[src/rtl/issue_execute_fifo_pkg.sv]
// issue_execute_fifo shared types and sizing.
// Issue->execute entry bundle and per-unit FIFO depth.
package issue_execute_fifo_pkg;

  localparam int ISSUE_EXEC_FIFO_DEPTH = 4;

  typedef struct packed {
    logic [5:0]  rob_id;
    logic [4:0]  rd;
    logic [3:0]  opcode;
    logic [31:0] op_a;
    logic [31:0] op_b;
  } issue_execute_pack_t;

  localparam int PACK_W = $bits(issue_execute_pack_t);

endpackage

[src/rtl/issue_execute_fifo_ptr.sv]
// fifo_ptr: wrap-bit pointer for issue_execute_fifo.
// Increments by one; synchronous clear dominates.
import issue_execute_fifo_pkg::*;

module fifo_ptr #(
  parameter int W = 3
) (
  input  logic         clk,
  input  logic         rst,
  input  logic         inc,
  input  logic         clr,
  output logic [W-1:0] ptr
);

  // pointer register: clear beats increment
  always_ff @(posedge clk or posedge rst) begin
    if (rst)
      ptr <= '0;
    else if (clr)
      ptr <= '0;
    else if (inc)
      ptr <= ptr + W'(1);
  end

endmodule

[src/rtl/issue_execute_fifo.sv]
// issue_execute_fifo: FWFT queue from issue to one execute unit.
// Optional stall counter under ISSUE_EXECUTE_FIFO_PERF_EN.
import issue_execute_fifo_pkg::*;

module issue_execute_fifo #(
  parameter int DEPTH = ISSUE_EXEC_FIFO_DEPTH
) (
  input  logic                       clk,
  input  logic                       rst,
  input  logic [PACK_W-1:0]          data_in,
  input  logic                       push,
  output logic                       full,
  output logic [PACK_W-1:0]          data_out,
  output logic                       data_out_valid,
  input  logic                       pop,
  input  logic                       flush,
  output logic [$clog2(DEPTH):0]     count
`ifdef ISSUE_EXECUTE_FIFO_PERF_EN
  ,
  output logic [31:0]                push_stall_count
`endif
);

  localparam int AW = $clog2(DEPTH);
  localparam int PW = AW + 1;

  logic [PACK_W-1:0] mem [DEPTH];
  logic [PW-1:0]     rptr;
  logic [PW-1:0]     wptr;
  logic              empty;
  logic              push_ok;
  logic              pop_ok;

  // status from registered pointers only
  always_comb begin
    empty = (rptr == wptr);
    full  = (rptr[AW-1:0] == wptr[AW-1:0])
         && (rptr[AW] != wptr[AW]);
    count = wptr - rptr;
    data_out       = mem[rptr[AW-1:0]];
    data_out_valid = !empty;
    push_ok = push && !full && !flush;
    pop_ok  = pop && !empty && !flush;
  end

  // storage write; contents survive flush
  always_ff @(posedge clk) begin
    if (push_ok)
      mem[wptr[AW-1:0]] <= data_in;
  end

  fifo_ptr #(.W(PW)) u_wptr (
    .clk (clk),
    .rst (rst),
    .inc (push_ok),
    .clr (flush),
    .ptr (wptr)
  );

  fifo_ptr #(.W(PW)) u_rptr (
    .clk (clk),
    .rst (rst),
    .inc (pop_ok),
    .clr (flush),
    .ptr (rptr)
  );

`ifdef ISSUE_EXECUTE_FIFO_PERF_EN
  // saturating count of pushes refused for lack of space
  always_ff @(posedge clk or posedge rst) begin
    if (rst)
      push_stall_count <= '0;
    else if (push && full && !flush
             && push_stall_count != 32'hFFFF_FFFF)
      push_stall_count <= push_stall_count + 32'd1;
  end
`endif

endmodule

[config.mk]
export PLATFORM = sky130hd
export DESIGN_NAME = issue_execute_fifo
export DESIGN_NICKNAME = d
export VERILOG_FILES = /design/src/rtl/issue_execute_fifo_pkg.sv /design/src/rtl/issue_execute_fifo_ptr.sv /design/src/rtl/issue_execute_fifo.sv
export SDC_FILE = /design/constraint.sdc
export NUM_CORES = 1
export LEC_CHECK = 0
export CAP_MARGIN = 20
export CORE_MARGIN = 2
export CORE_UTILIZATION = 50
export CTS_CLUSTER_DIAMETER = 40
export DETAILED_ROUTE_END_ITERATION = 7
export GPL_TIMING_DRIVEN = 0
export PLACE_DENSITY = 0.74
export SLEW_MARGIN = 20
export SYNTH_ARGS = -nofsm -noshare
export SYNTH_HDL_FRONTEND = slang
export SYNTH_SLANG_ARGS = --single-unit
[constraint.sdc]
create_clock -name clk -period 16.6 [get_ports clk]
set_clock_uncertainty 0.05 [all_clocks]
set_input_delay 4.98 -clock clk [delete_from_list [all_inputs] [get_ports clk]]
set_output_delay 4.98 -clock clk [all_outputs]
set_load 0.02 [all_outputs]
==> results of run 1 <==
flip-flops by register name, summed over array words and instances, names as in the netlist:
signal      flops
mem           316
u_wptr.ptr      3
u_rptr.ptr      3
synth_stat cells:
library cell,n
a211o_1,1
a211o_2,1
a21oi_1,2
a31oi_1,2
and3_1,1
and3b_2,1
and4b_1,1
and4bb_2,1
buf_2,12
buf_4,1
buf_6,1
clkbuf_1,8
dfrtp_1,6
edfxtp_1,316
fa_1,1
ha_1,7
inv_1,6
mux4_2,79
nand2_1,5
nand2_4,1
nand3_1,3
nand4_1,2
nand4b_1,2
nor2_1,3
nor2b_1,1
nor3_1,2
nor3b_1,2
nor4b_4,1
nor4bb_1,3
o211ai_1,1
or3_1,1
or4_1,3
xnor2_1,2
layout make-up:
cell class | count | area share (%)
Timing Repair Buffer | 204 | 12.9
Tap cell | 319 | 2.53
Clock inverter | 27 | 2.02
Multi-Input combinational cell | 129 | 14.2
Inverter | 6 | 0.143
Antenna cell | 1 | 0.0158
Buffer | 22 | 0.689
Clock buffer | 43 | 6.47
Sequential cell | 322 | 61.0
placed cells by master, fill, tap and decap left out, types with 3 or more instances in the layout:
cell,synthesis,routed
buf_2,12,12
buf_4,1,17
buf_6,1,20
buf_8,0,3
bufinv_16,0,5
clkbuf_1,8,10
clkbuf_16,0,40
clkdlybuf4s50_1,0,166
clkinv_2,0,4
clkinv_4,0,5
clkinvlp_4,0,5
dfrtp_1,6,6
edfxtp_1,316,316
ha_1,7,7
inv_1,6,6
inv_6,0,5
mux4_2,79,79
nand2_1,5,5
nand3_1,3,3
nor2_1,3,3
nor4bb_4,0,3
or4_1,3,3
kinds of logic (layout without fill, tap and decap cells):
group	after synthesis	count (layout)	share of synthesized area, %
compound gates	7	7	0.408
xor+xnor	2	2	0.146
fa+ha+maj	8	8	0.899
buf+inv	28	302	1.10
flops	322	322	80.6
mux	79	79	14.9
other cells	0	1	0
simple gates	33	33	2.00
per-layer routing:
| layer | vias to the layer above | GRT usage [%] | share of wire (%) |
|---|---|---|---|
| met5 | - | 0 | 0 |
| met4 | 0 | 6.61 | 2.2 |
| met3 | 37 | 4.27 | 6.7 |
| met2 | 200 | 32.0 | 51 |
| met1 | 3007 | 25.1 | 40 |
| li1 | 2559 | - | - |
how the worst max path moves through the flow:
stage / slack (ns) / endpoint / start
floorplan: 2.97 / mem[0][0]$_DFFE_PP_ / flush
global placement: -3.51 / mem[2][16]$_DFFE_PP_ / flush
detailed placement: 8.70 / mem[0][10]$_DFFE_PP_ / flush
CTS: 8.21 / full / u_rptr.ptr[1]$_DFFE_PP0P_
global route: 8.06 / full / u_rptr.ptr[1]$_DFFE_PP0P_
finish: 8.24 / full / u_rptr.ptr[1]$_DFFE_PP0P_
where the power goes:
group	switching (W)	internal (W)
combinational	0.000457	0.000441
sequential	0.0000179	0.000971
clock	0.000323	0.000529
total	0.000798	0.00194
through the flow:
step                      setup WS [ns]  utilization (%)  total power, W  std cells
after floorplan                    2.97                -         0.00153        479
after global placement            -3.51             59.7         0.00190        964
after detailed placement           8.70             61.6         0.00191       1002
after CTS                          8.21             67.3         0.00278       1072
after global routing               8.06             67.3         0.00286       1073
final                              8.24             67.3         0.00274       1073
worst min-delay path, stage by stage, from the launching register on:
cell and delay [ns]:
dfrtp_1 0.41, nand2_1 0.07, a21oi_1 0.06
==> results.ini, run 1 <==
[worst_setup_path]
critPathBufInv = 3
critical_path_arrival_ns = 3.33
reg2reg_to = mem[0][9]$_DFFE_PP_
rr_worst_depth = 10
cpMaxStageDelayCell = clkdlybuf4s50_1
cp_cell_sequence = buf_2 > inv_1 > ha_1 > nand2_4 > nor2_1 > clkdlybuf4s50_1
path_class = register to output pin
critPathRequiredTime_ns = 11.57
r2r_start = u_rptr.ptr[1]$_DFFE_PP0P_
path_depth = 6
start_kind = register
cp_slowest_stage_delay_ns = 0.77
r2r_slack_ns = 13.06
critPathTopFamily = buffers and inverters
worstPathMaxFanout = 10
cp-end-kind = output pin

[sta]
rsz0062_at_grt = false
final-max-slew-violation-count = 0
setup_viol = 0
timing.final.crit_share_pct = 50.4
hold_slack_ns = 0.540
tns_ns = 0
maxSlewHeadroom_pct = 50.7
hold_violations = 0
period_needed_ns = 8.36
fmax_mhz = 120
tightest_slew_ns = 0.736

[floorplan]
rows = 56
core_region_area_um2 = 23500
die_w_um = 159
die_h_um = 159
io_pins = 168
die_area_um2 = 25200
start_util_pct = 51.0

[clock_network]
cts_setup_buffers = 0
clk_latency_ns = 0.50
cts.path.max_buffers = 3
cts_tree = done
cts_made_buffers = 39
cts_max_level = 2
cts-root-buf = clkbuf_16
postCtsHoldBufs = 0
clk_pin_slew_ns = 0.06
ctsResizeCount = 0
cts.sinks = 322

[detailed_routing]
drtAntennaViolNets = 0
wire_per_inst_um = 21.8
drtIter0Drc = 286
totalWireLength_um = 23400
drc = 0
via_per_inst = 5.41
num_vias = 5803
first_pass_iters = 4

[min_path]
worst_hold_path_type = register to register
min-delay-start = u_rptr.ptr[2]$_DFFE_PP0P_
whs_endpoint = u_rptr.ptr[2]$_DFFE_PP0P_
hold_depth = 2

[global_routing]
grt_max_degree = 15
gr-total-overflow = 0
grt_pass1_wl_um = 35600
grt_util_all_layers_pct = 19.1
antenna_found_initial = 1
first_global_vias = 6231

[logic_synthesis]
synth_top_area_share_pct = 79.3
syn-num-nets = 571
yosys_warnings = 0
seq_area_frac_synth_pct = 80.6
netlist_instances = 479
yosysTopAreaCell = edfxtp_1
avgSynthCellArea_um2 = 25.0
synth_seq_cells = 322
yosys-top-cells-area = edfxtp_1 (79%), mux4_2 (15%), dfrtp_1 (1.3%)
netlist_area_um2 = 12000
synth_cell_types = 33

[cells_and_area]
final_layout_size_suffix_gt1_share_pct = 27.4
area_delta_synth_final_pct = 32.0
fin_nets = 816
multi_input_area_um2 = 2240
design_area_um2 = 15800
regArea_um2 = 9640
n_fill_cell = 1495

[job]
drv_cap = 0

[power]
peakVddDrop_mv = 0.0997
power.leakage_nw = 5.17
power.density_nw_per_um2 = 173

[place]
globalplace.congestion = 0.749
dp_hpwl_um = 16000
portBuffers = 166
post_dp_cell_area_um2 = 14500

[outcome]
outcome = completed

No activity file was read; power rests on OpenSTA's default activity.
==> run 2, diff against run 1 <==
Settings changed: CORE_UTILIZATION 50 to 49, PLACE_DENSITY 0.74 to 0.76.
Clock period 16.6 ns to 7.2 ns, I/O delays scaled along.
==> run 2 against run 1 <==
Net effect:
- non-clock buffer count fell by 5
- largest cell class unchanged
- cell count is 0.19% higher
- clock-buffer cell count rose by 3
- routed wire length down 0.69%
- first-iteration DRC count is 1.7% higher
- sequential share of layout area decreased by 0.16 points
- critical path type unchanged
- clock power up 130%
- critical path depth did not move
- sequential power grew 130%
==> results.ini, run 2 (synthesized netlist as in run 1, its figures left out) <==
[clock_network]
ctsResizeCount = 0
cts_made_buffers = 40
cts.sinks = 322
cts_tree = done
cts_setup_buffers = 0
clk_latency_ns = 0.51
postCtsHoldBufs = 0
cts_max_level = 2
cts-root-buf = clkbuf_16
clk_pin_slew_ns = 0.05
cts.path.max_buffers = 3

[sta]
hold_violations = 0
period_needed_ns = 5.58
setup_viol = 0
fmax_mhz = 179
hold_slack_ns = 0.562
tightest_slew_ns = 0.731
rsz0062_at_grt = false
final-max-slew-violation-count = 0
maxSlewHeadroom_pct = 51.1
timing.final.crit_share_pct = 77.5

[outcome]
outcome = completed

[job]
drv_cap = 0

[power]
peakVddDrop_mv = 0.261
power.density_nw_per_um2 = 400
power.leakage_nw = 5.16
total_power_w = 0.00634

[cells_and_area]
largest_reg_flops = 316
area_delta_synth_final_pct = 32.4
layout_common_cells = edfxtp_1 (316), clkdlybuf4s50_1 (166), mux4_2 (79)
finalCoreUtilization_pct = 65.5
instances_no_fill = 1075
layout_commonest_cell = edfxtp_1
final_layout_size_suffix_gt1_share_pct = 26.1
fin_nets = 812

[global_routing]
grt_pass1_wl_um = 36500
first_global_vias = 6499
grt_util_met2_pct = 31.3
antenna_found_initial = 1
grt_max_degree = 15
busiest_layer = met2
grt_use_met3_pct = 4.36
use_met1_pct = 24.2
gr-total-overflow = 0
grt_util_all_layers_pct = 18.7

[worst_setup_path]
start_kind = register
path_class = register to output pin
cp-end-kind = output pin
critical_path_arrival_ns = 3.37
worstPathMaxFanout = 10
critPathRequiredTime_ns = 4.99

[min_path]
worst_hold_path_type = register to register

[floorplan]
rows = 57
start_util_pct = 49.5
die_area_um2 = 25700
io_pins = 168
die_w_um = 160
die_h_um = 160
core_region_area_um2 = 24200

[place]
placed_cells = 1002
globalplace.congestion = 0.727
portBuffers = 166
dp_hpwl_um = 15800

[detailed_routing]
via_per_inst = 5.44
drc = 0
wire_per_inst_um = 21.6
num_vias = 5843
drtIter0Drc = 291
drtAntennaViolNets = 0
totalWireLength_um = 23200
first_pass_iters = 4

run 2: cell types whose count changed in the layout (fill, tap and decap cells not counted), sizes merged:
| cell | delta |
|---|---|
| buf | -5 |
| clkbuf | +3 |
| clkinvlp | -3 |
| inv | +3 |
| clkinv | -1 |
run 2: path summary, 6_finish.rpt:
| path | from | slack (ns) | to | cells past startpoint |
|---|---|---|---|---|
| max | u_rptr.ptr[1]$_DFFE_PP0P_ | 1.62 | full | 6 |
| min | u_wptr.ptr[2]$_DFFE_PP0P_ | 0.56 | u_wptr.ptr[2]$_DFFE_PP0P_ | 2 |
| max reg2reg | u_rptr.ptr[1]$_DFFE_PP0P_ | 3.59 | mem[0][55]$_DFFE_PP_ | 11 |
| min reg2reg | u_wptr.ptr[2]$_DFFE_PP0P_ | 0.56 | u_wptr.ptr[2]$_DFFE_PP0P_ | 2 |
| max in group asynchronous | rst | 5.03 | u_wptr.ptr[2]$_DFFE_PP0P_ | 2 |
| min in group asynchronous | rst | 1.86 | u_rptr.ptr[2]$_DFFE_PP0P_ | 2 |
run 2: stage by stage:
step           instance area, um2  setup WS [ns]  setup TNS, ns
2_1_floorplan               12000         -0.556        -131.66
3_3_place_gp                14100          -4.37       -1160.61
3_5_place_dp                14500           2.10              0
4_1_cts                     15800           1.58              0
5_1_grt                     15800           1.41              0
6_report                    15800           1.62              0
run 2: worst max-delay path: stages, from the launching register on:
cell	delay, ns
dfrtp_1	0.41
buf_2	0.32
inv_1	0.16
ha_1	0.46
nand2_4	0.15
nor2_1	0.59
clkdlybuf4s50_1	0.76
run 2: area by class of cell:
cell class | instances | area [um2]
Antenna cell | 1 | 2.50
Tap cell | 324 | 405
Clock inverter | 26 | 304
Inverter | 6 | 22.5
Clock buffer | 46 | 1040
Fill cell | 1565 | 8340
Buffer | 22 | 109
Sequential cell | 322 | 9640
Multi-Input combinational cell | 129 | 2250
Timing Repair Buffer | 199 | 2060
run 2: power by group:
part / leakage [nW] / internal, W / switching, W
clock network: 0.652 / 0.00124 / 0.000749
registers: 2.95 / 0.00224 / 0.0000416
logic: 1.56 / 0.00102 / 0.00105
total: 5.16 / 0.00450 / 0.00184
run 2: per-layer routing:
metal / part of all wire [%] / wire [um] / up-vias
met5: 0 / 0 / -
met3: 6.6 / 1520 / 44
met2: 51 / 11800 / 203
met1: 40 / 9320 / 3035
li1: - / - / 2561
met4: 2.6 / 608 / 0
==> patch: new RTL, config.mk and constraints of run 1 <==
The option `ISSUE_EXECUTE_FIFO_PERF_EN` is turned on by a define.
--- a/src/rtl/issue_execute_fifo.sv
+++ b/src/rtl/issue_execute_fifo.sv
@@ -2,2 +2,4 @@
 // Optional stall counter under ISSUE_EXECUTE_FIFO_PERF_EN.
+`define ISSUE_EXECUTE_FIFO_PERF_EN
+
 import issue_execute_fifo_pkg::*;
Formal check against the unedited RTL (old outputs only; new: push_stall_count): equivalent (equiv_simple and equiv_induct, registers matched by name and starting in step).
==> patch against run 1 <==
Area after synthesis grew 13%; synthesized cell count is 28% higher; count of clock-buffer cells in the layout rose by 7; worst setup slack gained 0.016 ns; routed wire length increased by 14%; die area increased by 12%; critical path type unchanged; utilization down 1.5 points; global-route usage rose by 0.15 points; final area up 11%; sequential cell count is 32 higher.
Power is not compared: it rests on default switching activity, and its combinational part moved more than twofold at a synthesized area within 25%.
==> patch: results (changes against run 1) <==
metric	value	unit	change
I/O Buffers	198		+19%
Max stage delay on crit path	0.64	ns	-0.13 ns
DP Area	16100	sq um	+11%
hold depth	1		-1
Num CTS Buffers	45		+15%
FILL cells	1744		+17%
Post-Syn Nets	706		+24%
initial DRC count	507		+77%
non-filler cells, final	1250		+16%
top routing layer in use	met5		
status	complete, no violations		
global-route wire length before repair	41700	um	+17%
syn avg cell area	22.0	sq um	-12%
FF-to-FF End	mem[2][5]$_DFFE_PP_		
pre-CTS setup slack	8.81	ns	+0.114 ns
Min-Delay Startpoint	push_stall_count[18]$_DFFE_PP0P_		
worst rel slew slack	46.3	%	-4.4 points
WL met3	1930	um	+24%
post-synth cell types	41		+24%
Routed Wire Length	26700	um	+14%
arrival time worst endpoint	3.32	ns	about the same
Post-Route Hold Slack	0.447	ns	-0.0923 ns
Hold Path End	push_stall_count[18]$_DFFE_PP0P_		
routability cong.	0.789		+5.3%
largest net degree at the start of global routing	46		+31
clk buf depth	3		unchanged
initial antenna violation count	2		+1
Synth area leaders	edfxtp_1, mux4_2, dfrtp_1, xnor2_1, xor2_1		
M1 WL	10500	um	+12%
share of layout cells above drive strength 1	21.7	%	-5.7 points
final setup margin	8.25	ns	+0.0157 ns
R2R Setup Slk	12.73	ns	-0.33 ns
Nets	965		+18%
gr usage total	19.3	%	+0.15 points
total number of vias	6909		+19%
met2 wire length	13700	um	+14%
Yosys Warn Count	0		unchanged
Async SR Flop Fraction	10.7	%	+8.9 points
clock insertion delay at the later pin of the skew report	0.54	ns	+0.04 ns
vias in the first global route	7450		+20%
Post-DP HPWL	17200	um	+7.7%
top post-synthesis cells by count	edfxtp_1, mux4_2, dfrtp_1		
placed insts	1166		+16%
Peak supply drop	0.000119	V	
patch: power breakdown:
part           internal (mW)  switching, mW
clock                  0.586          0.373
combinational          0.199          0.195
sequential             0.998        0.00735
patch: kinds of logic (layout without fill, tap and decap cells):
kind of cell / count (synthesis) / in the layout / synth area share (%)
AO/OA/AOI/OAI: 7 / 7 / 0.297
XOR/XNOR: 35 / 35 / 2.28
adder cells (fa/ha/maj): 9 / 9 / 0.892
buffers and inverters: 31 / 326 / 1.02
flip-flops: 354 / 354 / 77.5
multiplexers: 82 / 82 / 13.5
other: 0 / 1 / 0
AND/OR/NAND/NOR: 95 / 95 / 4.51
patch: cell type report:
class / instances / area, sq um / share of cell area (%)
Buffer: 22 / 104 / 0.591
Inverter: 9 / 33.8 / 0.192
Clock buffer: 50 / 1190 / 6.76
Timing Repair Buffer: 212 / 2160 / 12.3
Tap cell: 341 / 427 / 2.43
Multi-Input combinational cell: 228 / 2900 / 16.5
Clock inverter: 33 / 323 / 1.84
Sequential cell: 354 / 10400 / 59.4
Antenna cell: 1 / 2.50 / 0.0142
patch: metal layers:
layer | vias up | track usage [%]
met5 | - | 0
met2 | 224 | 33.6
met3 | 46 | 5.52
met1 | 3572 | 23.7
met4 | 2 | 5.51
li1 | 3065 | -
patch: stage by stage:
step,util (%),power (mW)
2_1_floorplan,-,1.25
3_3_place_gp,59.4,1.42
3_5_place_dp,60.1,1.42
4_1_cts,65.8,2.38
5_1_grt,65.8,2.44
6_report,65.8,2.36
patch: how the worst max path moves through the flow:
stage                          end
3_5_place_dp        data_out_valid
4_1_cts             data_out_valid
3_3_place_gp   mem[3][0]$_DFFE_PP_
2_1_floorplan  mem[3][0]$_DFFE_PP_
6_report            data_out_valid
5_1_grt                       full
